$ cat config.mk
export PLATFORM = sky130hd
export DESIGN_NAME = aes_core_sched
export DESIGN_NICKNAME = d
export VERILOG_FILES = /design/src/rtl/aes_core_sched_pkg.sv /design/src/rtl/aes_core_sched_rr_arb.sv /design/src/rtl/aes_core_sched.sv
export SDC_FILE = /design/constraint.sdc
export NUM_CORES = 2
export LEC_CHECK = 0
export BUFFER_PORTS_ARGS = -buffer_cell sky130_fd_sc_hd__buf_4
export CORE_AREA = 2 2 450 452
export DETAILED_ROUTE_END_ITERATION = 10
export DIE_AREA = 0 0 452 454
export MAX_ROUTING_LAYER = met4
export PLACE_DENSITY = 0.45
export SYNTH_ARGS = -nofsm -noshare
export SYNTH_HDL_FRONTEND = slang
export SYNTH_HIERARCHICAL = 1
export SYNTH_SLANG_ARGS = --single-unit
$ cat constraint.sdc
create_clock -name CLK -period 2.9 [get_ports CLK]
set_input_delay 0.29 -clock CLK [delete_from_list [all_inputs] [get_ports CLK]]
set_output_delay 0.29 -clock CLK [all_outputs]
set_load 0.1 [all_outputs]
$ cat src/rtl/aes_core_sched_pkg.sv
// Shared types, state encodings and constants for the AES core job scheduler.
package aes_core_sched_pkg;

    localparam int unsigned BLK_W       = 128;
    localparam int unsigned N_REQ       = 2;
    localparam int unsigned BUS_W       = BLK_W * N_REQ;
    localparam int unsigned TIMEOUT_DEF = 31;

    // Job direction, also selects the target core
    localparam logic MODE_ENC = 1'b0;
    localparam logic MODE_DEC = 1'b1;

    typedef enum logic [2:0] {
        ST_IDLE = 3'd0,
        ST_KEY  = 3'd1,
        ST_DATA = 3'd2,
        ST_WAIT = 3'd3,
        ST_RESP = 3'd4
    } state_e;

    // Accepted job, held for the whole handshake sequence
    typedef struct packed {
        logic             dec;
        logic             owner;
        logic [BLK_W-1:0] key;
        logic [BLK_W-1:0] din;
    } job_t;

    // Last key loaded into one core
    typedef struct packed {
        logic             valid;
        logic [BLK_W-1:0] key;
    } kcache_t;

    // Pick requester idx's 128-bit slot out of a packed two-requester bus
    function automatic logic [BLK_W-1:0] req_slot(input logic [BUS_W-1:0] bus,
                                                  input logic             idx);
        return idx ? bus[BUS_W-1:BLK_W] : bus[BLK_W-1:0];
    endfunction

endpackage

$ cat src/rtl/aes_core_sched_rr_arb.sv
// Two-way round-robin arbiter; the pointer moves past the winner on accept.
module aes_core_sched_rr_arb (
    input  logic       clk,
    input  logic       rst_n,
    input  logic [1:0] i_valid,
    input  logic       i_accept,
    output logic       o_gnt_c,
    output logic       o_any_c
);

    logic r_ptr;

    // Grant the pointed-to requester when it asks, otherwise the other one
    always_comb begin
        o_any_c = |i_valid;
        o_gnt_c = i_valid[r_ptr] ? r_ptr : ~r_ptr;
    end

    // After an accept the other requester gets priority
    always_ff @(posedge clk or negedge rst_n) begin
        if (!rst_n) begin
            r_ptr <= 1'b0;
        end else if (i_accept) begin
            r_ptr <= ~o_gnt_c;
        end
    end

endmodule

$ cat src/rtl/aes_core_sched.sv
// Job scheduler and Key/Krdy/Din/Drdy/EN sequencer for the AES_ENC/AES_DEC cores.
module aes_core_sched
    import aes_core_sched_pkg::*;
#(
    parameter int unsigned TIMEOUT = TIMEOUT_DEF
) (
    input  logic             CLK,
    input  logic             RSTn,
    input  logic [1:0]       req_valid,
    output logic [1:0]       req_ready,
    input  logic [1:0]       req_dec,
    input  logic [BUS_W-1:0] req_key,
    input  logic [BUS_W-1:0] req_din,
    output logic [1:0]       resp_valid,
    input  logic [1:0]       resp_ready,
    output logic [BLK_W-1:0] resp_dout,
    output logic             resp_err,
    output logic [BLK_W-1:0] Key,
    output logic [BLK_W-1:0] Din,
    output logic             Krdy,
    output logic             Drdy,
    output logic             EN_E,
    output logic             EN_D,
    input  logic             BSY_E,
    input  logic             BSY_D,
    input  logic             Dvld_E,
    input  logic             Dvld_D,
    input  logic [BLK_W-1:0] Dout_E,
    input  logic [BLK_W-1:0] Dout_D
);

    localparam int unsigned WD_W = $clog2(TIMEOUT + 1);

    state_e           r_state;
    state_e           w_state_nxt;
    job_t             r_job;
    kcache_t          r_cache_e;
    kcache_t          r_cache_d;
    logic [WD_W-1:0]  r_wd;
    logic             r_en_e;
    logic             r_en_d;
    logic [BLK_W-1:0] r_key_q;
    logic [BLK_W-1:0] r_din_q;
    logic [1:0]       r_resp_valid;
    logic [BLK_W-1:0] r_resp_dout;
    logic             r_resp_err;

    logic             w_gnt;
    logic             w_any;
    logic             w_accept;
    logic [1:0]       w_req_ready;
    logic             w_in_dec;
    logic [BLK_W-1:0] w_in_key;
    logic [BLK_W-1:0] w_in_din;
    logic             w_in_hit;
    logic             w_bsy_sel;
    logic             w_dvld_sel;
    logic [BLK_W-1:0] w_dout_sel;
    logic             w_wd_last;
    logic             w_krdy;
    logic             w_drdy;
    logic             w_capture;
    logic             w_timeout;
    logic             w_resp_done;
    logic [1:0]       w_owner_oh;

    aes_core_sched_rr_arb u_arb (
        .clk      (CLK),
        .rst_n    (RSTn),
        .i_valid  (req_valid),
        .i_accept (w_accept),
        .o_gnt_c  (w_gnt),
        .o_any_c  (w_any)
    );

    // Granted request fields and key-cache lookup against the target core
    always_comb begin
        w_in_dec = req_dec[w_gnt];
        w_in_key = req_slot(req_key, w_gnt);
        w_in_din = req_slot(req_din, w_gnt);
        if (w_in_dec == MODE_DEC) begin
            w_in_hit = r_cache_d.valid && (r_cache_d.key == w_in_key);
        end else begin
            w_in_hit = r_cache_e.valid && (r_cache_e.key == w_in_key);
        end
    end

    // Status of the core owning the current job
    always_comb begin
        w_bsy_sel  = (r_job.dec == MODE_DEC) ? BSY_D  : BSY_E;
        w_dvld_sel = (r_job.dec == MODE_DEC) ? Dvld_D : Dvld_E;
        w_dout_sel = (r_job.dec == MODE_DEC) ? Dout_D : Dout_E;
        w_wd_last  = (r_wd == WD_W'(TIMEOUT - 1));
        w_owner_oh = r_job.owner ? 2'b10 : 2'b01;
    end

    // Next-state and per-cycle strobes
    always_comb begin
        w_state_nxt = r_state;
        w_req_ready = 2'b00;
        w_accept    = 1'b0;
        w_krdy      = 1'b0;
        w_drdy      = 1'b0;
        w_capture   = 1'b0;
        w_timeout   = 1'b0;
        w_resp_done = 1'b0;
        case (r_state)
            ST_IDLE: begin
                if (w_any) begin
                    w_req_ready = w_gnt ? 2'b10 : 2'b01;
                    w_accept    = 1'b1;
                    w_state_nxt = w_in_hit ? ST_DATA : ST_KEY;
                end
            end
            ST_KEY: begin
                if (!w_bsy_sel) begin
                    w_krdy      = 1'b1;
                    w_state_nxt = ST_DATA;
                end
            end
            ST_DATA: begin
                if (!w_bsy_sel) begin
                    w_drdy      = 1'b1;
                    w_state_nxt = ST_WAIT;
                end
            end
            ST_WAIT: begin
                // A result arriving on the last watchdog cycle still counts
                if (w_dvld_sel) begin
                    w_capture   = 1'b1;
                    w_state_nxt = ST_RESP;
                end else if (w_wd_last) begin
                    w_timeout   = 1'b1;
                    w_state_nxt = ST_RESP;
                end
            end
            ST_RESP: begin
                if (resp_ready[r_job.owner]) begin
                    w_resp_done = 1'b1;
                    w_state_nxt = ST_IDLE;
                end
            end
            default: w_state_nxt = ST_IDLE;
        endcase
    end

    // State register
    always_ff @(posedge CLK or negedge RSTn) begin
        if (!RSTn) begin
            r_state <= ST_IDLE;
        end else begin
            r_state <= w_state_nxt;
        end
    end

    // Latch the accepted job
    always_ff @(posedge CLK or negedge RSTn) begin
        if (!RSTn) begin
            r_job <= '0;
        end else if (w_accept) begin
            r_job <= '{dec: w_in_dec, owner: w_gnt, key: w_in_key, din: w_in_din};
        end
    end

    // Core enable: from the cycle after accept through the last WAIT cycle
    always_ff @(posedge CLK or negedge RSTn) begin
        if (!RSTn) begin
            r_en_e <= 1'b0;
            r_en_d <= 1'b0;
        end else if (w_accept) begin
            r_en_e <= (w_in_dec == MODE_ENC);
            r_en_d <= (w_in_dec == MODE_DEC);
        end else if (w_capture || w_timeout) begin
            r_en_e <= 1'b0;
            r_en_d <= 1'b0;
        end
    end

    // Hold the last strobed Key/Din values between strobes
    always_ff @(posedge CLK or negedge RSTn) begin
        if (!RSTn) begin
            r_key_q <= '0;
            r_din_q <= '0;
        end else begin
            if (w_krdy) begin
                r_key_q <= r_job.key;
            end
            if (w_drdy) begin
                r_din_q <= r_job.din;
            end
        end
    end

    // Per-core key cache: fill on key load, drop on a timed-out job
    always_ff @(posedge CLK or negedge RSTn) begin
        if (!RSTn) begin
            r_cache_e <= '0;
            r_cache_d <= '0;
        end else if (w_krdy) begin
            if (r_job.dec == MODE_DEC) begin
                r_cache_d <= '{valid: 1'b1, key: r_job.key};
            end else begin
                r_cache_e <= '{valid: 1'b1, key: r_job.key};
            end
        end else if (w_timeout) begin
            if (r_job.dec == MODE_DEC) begin
                r_cache_d.valid <= 1'b0;
            end else begin
                r_cache_e.valid <= 1'b0;
            end
        end
    end

    // Watchdog counts consecutive WAIT cycles without a result
    always_ff @(posedge CLK or negedge RSTn) begin
        if (!RSTn) begin
            r_wd <= '0;
        end else if ((r_state == ST_WAIT) && !w_capture && !w_timeout) begin
            r_wd <= r_wd + WD_W'(1);
        end else begin
            r_wd <= '0;
        end
    end

    // Response channel: result or error held until the owner consumes it
    always_ff @(posedge CLK or negedge RSTn) begin
        if (!RSTn) begin
            r_resp_valid <= 2'b00;
            r_resp_dout  <= '0;
            r_resp_err   <= 1'b0;
        end else if (w_capture) begin
            r_resp_valid <= w_owner_oh;
            r_resp_dout  <= w_dout_sel;
            r_resp_err   <= 1'b0;
        end else if (w_timeout) begin
            r_resp_valid <= w_owner_oh;
            r_resp_dout  <= '0;
            r_resp_err   <= 1'b1;
        end else if (w_resp_done) begin
            r_resp_valid <= 2'b00;
        end
    end

    // Output drive; strobes and ready are combinational, the rest registered
    always_comb begin
        req_ready  = w_req_ready;
        Krdy       = w_krdy;
        Drdy       = w_drdy;
        Key        = w_krdy ? r_job.key : r_key_q;
        Din        = w_drdy ? r_job.din : r_din_q;
        EN_E       = r_en_e;
        EN_D       = r_en_d;
        resp_valid = r_resp_valid;
        resp_dout  = r_resp_dout;
        resp_err   = r_resp_err;
    end

endmodule

==> parameters.txt <==
Parameter                              Value

Setup path
  Capture instance of the worst register-to-register path    r_state[0]
  CP Launch Type    flop
  Worst Setup EP    r_state[0]
  Kind of end point of the critical path    flop
  Critical path required time    3530 ps
  Worst R2R Start    u_arb/r_ptr
  Slack of the worst reg-to-reg path    -560 ps
  Worst Reg-to-Reg Cells    16
  Highest fanout seen on the critical path    8
  Timing startpoint of the critical path    u_arb/r_ptr
  Arrival time at the worst endpoint    4090 ps
  Classification of the worst setup path    reg -> reg

Drt
  Total wire length after detailed routing    229000 um
  Total iterations of the first detailed-routing run    5
  Via count normalized by instance count    4.38
  Number of DRC violations after detailed-routing iteration 0    2615
  Wire length per cell    26.8 um
  Number of remaining DRC errors    0
  Via count    37517
  Post-route ant nets    0

Synth
  Post-synth top area share    56.7%
  Adder-cell share of the synthesized area    0.0621%
  Cell types with the largest area share after synthesis    dfrtp_1, mux2_2, mux2i_1
  Post-Synth Simple-Gate Area    9.15%
  Syn Inst Count    3496
  Proportion of synthesized chip area in sequential cells    56.7%
  Post-synthesis xor/xnor area fraction    3.48%
  Flops & latches, synth    914
  Post-Synthesis Net Count    4278
  Synth Area in Compound Gates    7.34%
  Synth Flop Type    dfrtp_1
  Synth unique cells    52
  Async SR Flop Fraction    100%
  Most frequent cells after synthesis    dfrtp_1, nand2_1, mux2_2, mux2i_1, o21ai_0
  Dominant combinational cell family by area after synthesis    multiplexers
  Cell with the most instances after synthesis    dfrtp_1
  Number of enable-type register cells in the synthesized netlist    0
  Per-instance average area after synthesis    11.5 um2
  Mux contribution to synthesized area    20.8%
  Cell type contributing the most total cell area after synthesis    dfrtp_1
  Syn Std Cell Area    40300 um2
  Count of warnings emitted by yosys    6

Min path
  Startpoint of the worst hold path    req_key[237]
  Min-delay worst type    in -> reg

GRT
  Most Crowded Layer GR    met2
  Wire length of the first global-routing pass    309000 um
  Total overflow reported by the global router    0
  Overall routing resource usage    22.0%
  Maximum number of pins on one net before global-route repair    130
  GR Layer Usage met2    38.3%
  Routing usage on met1    25.0%
  Antenna violations before repair    30
  Met3 track demand over resource    3.42%
  Number of global-route vias before repair    38515

STA
  Remaining max-slew budget at the tightest pin    29.7%
  Worst slack on hold paths    63.7 ps
  Worst path setup slack after routing    -561 ps
  Tcrit/Tclk final    119%
  Setup repair after global routing missed its margin    yes
  Final Hold Viols    0
  Maximum clock frequency    289 MHz
  Slew at the pin closest to its max-slew limit    1050 ps
  Min Tclk post-route    3460 ps
  Max Clock Skew    73.1 ps
  Final slew viol count    0
  Final setup violation count    253

Floorplanning
  Core Box Area    201000 um2
  Die span in y    454 um
  Width of the chip    452 um
  Die Outline Area    205000 um2
  I/O Pins    1173
  Number of cell rows    165
  Effective utilization at floorplan    20.1%

CTS
  Clock buffers created by TritonCTS    109
  Bufs on Longest Clock Path    3
  CTS tree    done
  Number of clock sinks    914
  H-Tree Level Count    3
  Clock Tree Root    clkbuf_16
  Worst skew pair latency    780 ps
  Clock transition at path regs    60 ps

Placed design
  DP Area    55300 um2
  Weighted congestion reported at the end of routability-driven placement    0.921
  Detailed-placement wirelength estimate    170000 um
  Number of input and output port buffers inserted    1172
  Minimum setup slack after placement    -1470 ps
  Placed Instances    7455

Final layout
  Count of non-filler cells in the finished layout    8569
  Final core utilization    37.2%
  Area growth syn-to-layout    85.6%
  Finished Cell Area    74800 um2
  Proportion of layout cells with a drive suffix above 1    46.3%
  Net count, final    6576
  FILL cells    19376

Outcome
  Status    complete, but fails checks
  Failing checks    setup timing

Power and ir drop
  Power per cell area    1400 nW/um2
  Leakage power    34.7 nW
  VDD IR-drop max    0.00131 V

Flow run
  Number of maximum-capacitance constraint violations    0
## where the power goes
part,leakage [nW],switching [mW],internal (mW)
combinational,21.5,41.0,26.2
sequential,11.5,5.26,18.6
clock,1.76,5.92,7.96
## layout make-up
type | count | area, um2 | area share, %
Antenna cell | 19 | 47.5 | 0.0636
Inverter | 5 | 31.3 | 0.0418
Timing Repair Buffer | 2404 | 25100 | 33.5
Multi-Input combinational cell | 2360 | 19900 | 26.5
Tap cell | 2672 | 3340 | 4.47
Clock inverter | 30 | 315 | 0.421
Sequential cell | 914 | 22900 | 30.6
Clock buffer | 165 | 3280 | 4.39
## how the worst min path moves through the flow
stage / endpoint / slack [ps] / depth (start not counted)
4_1_cts: r_job[188] / 0.5 / 4
3_3_place_gp: r_key_q[106] / 260 / 1
6_report: r_job[237] / 60 / 4
2_1_floorplan: EN_D / -6 / 0
3_5_place_dp: r_key_q[106] / 270 / 1
5_1_grt: r_job[237] / 3 / 4
## sequential cells by signal, summed over array words and instances (netlist names)
name / flops
r_job: 258
r_cache_d: 129
r_cache_e: 129
r_din_q: 128
r_key_q: 128
resp_dout: 128
r_wd: 5
r_state: 3
resp_valid: 2
EN_D: 1
EN_E: 1
resp_err: 1
u_arb/r_ptr: 1
## metal layers
metal	wire length (um)	share of wire, %	up-vias
met5	0	0	-
met4	12600	5.5	0
met3	10500	4.6	363
met2	117000	51	1226
met1	88900	39	19086
li1	-	-	16842
## worst max-delay path: stages, from the launching register on
cell      delay (ps)
dfrtp_2          440
nand2_2          100
o21ai_4           70
buf_12           160
buf_12           140
buf_16           150
buf_4            170
mux2i_4          220
a22oi_2          180
o211ai_1         130
or4_4            510
nor4_4           280
buf_4            140
nand4_1          140
o32ai_4          240
buf_12           160
a21oi_1           60
## metrics by stage
stage / setup TNS (ps) / power, mW
6_report: -41030 / 105
5_1_grt: -72190 / 109
4_1_cts: -76380 / 101
3_5_place_dp: -2900 / 75.5
3_3_place_gp: -2730 / 75.2
2_1_floorplan: 0 / 56.8
## cell usage in the layout (no fill, tap or decap), types with 13 or more instances in the layout
master and instances:
buf_8 22, clkbuf_1 24, clkinv_2 15, buf_16 30, nor2_1 32, xnor2_1 146
dfrtp_1 912, buf_12 343, mux2_4 128, nand4_1 18, nand2_1 490, o2bb2ai_1 13
diode_2 19, dlygate4sd3_1 682, o22ai_1 148, mux2i_1 310, nand2_2 39, mux2_2 259
mux2i_4 29, mux2i_2 49, nor4_1 21, nor4_2 19, o21ai_0 263, buf_4 1295
buf_6 25, nand2_4 263, clkbuf_8 30, clkbuf_16 115
## logic make-up (layout without fill, tap and decap cells)
kind of cell	Yosys count	in the layout
flip-flops	914	914
buffers and inverters	222	2604
other	0	19
multiplexers	775	775
adder cells (fa/ha/maj)	2	2
AO/OA/AOI/OAI	502	502
XOR/XNOR	160	160
AND/OR/NAND/NOR	921	921
## repair_timing
| item | in CTS | in global routing |
|---|---|---|
| cloned | 40 | 4 |
| setup endpoints to repair | 257 | 262 |
| buffers inserted | 112 | 87 |
| endpoints found under the hold margin | 760 | 0 |
| gates resized for setup | 981 | 652 |
| hold buffers | 682 | 0 |
| pin swaps | 115 | 190 |
(Power assumes the default switching activity.)
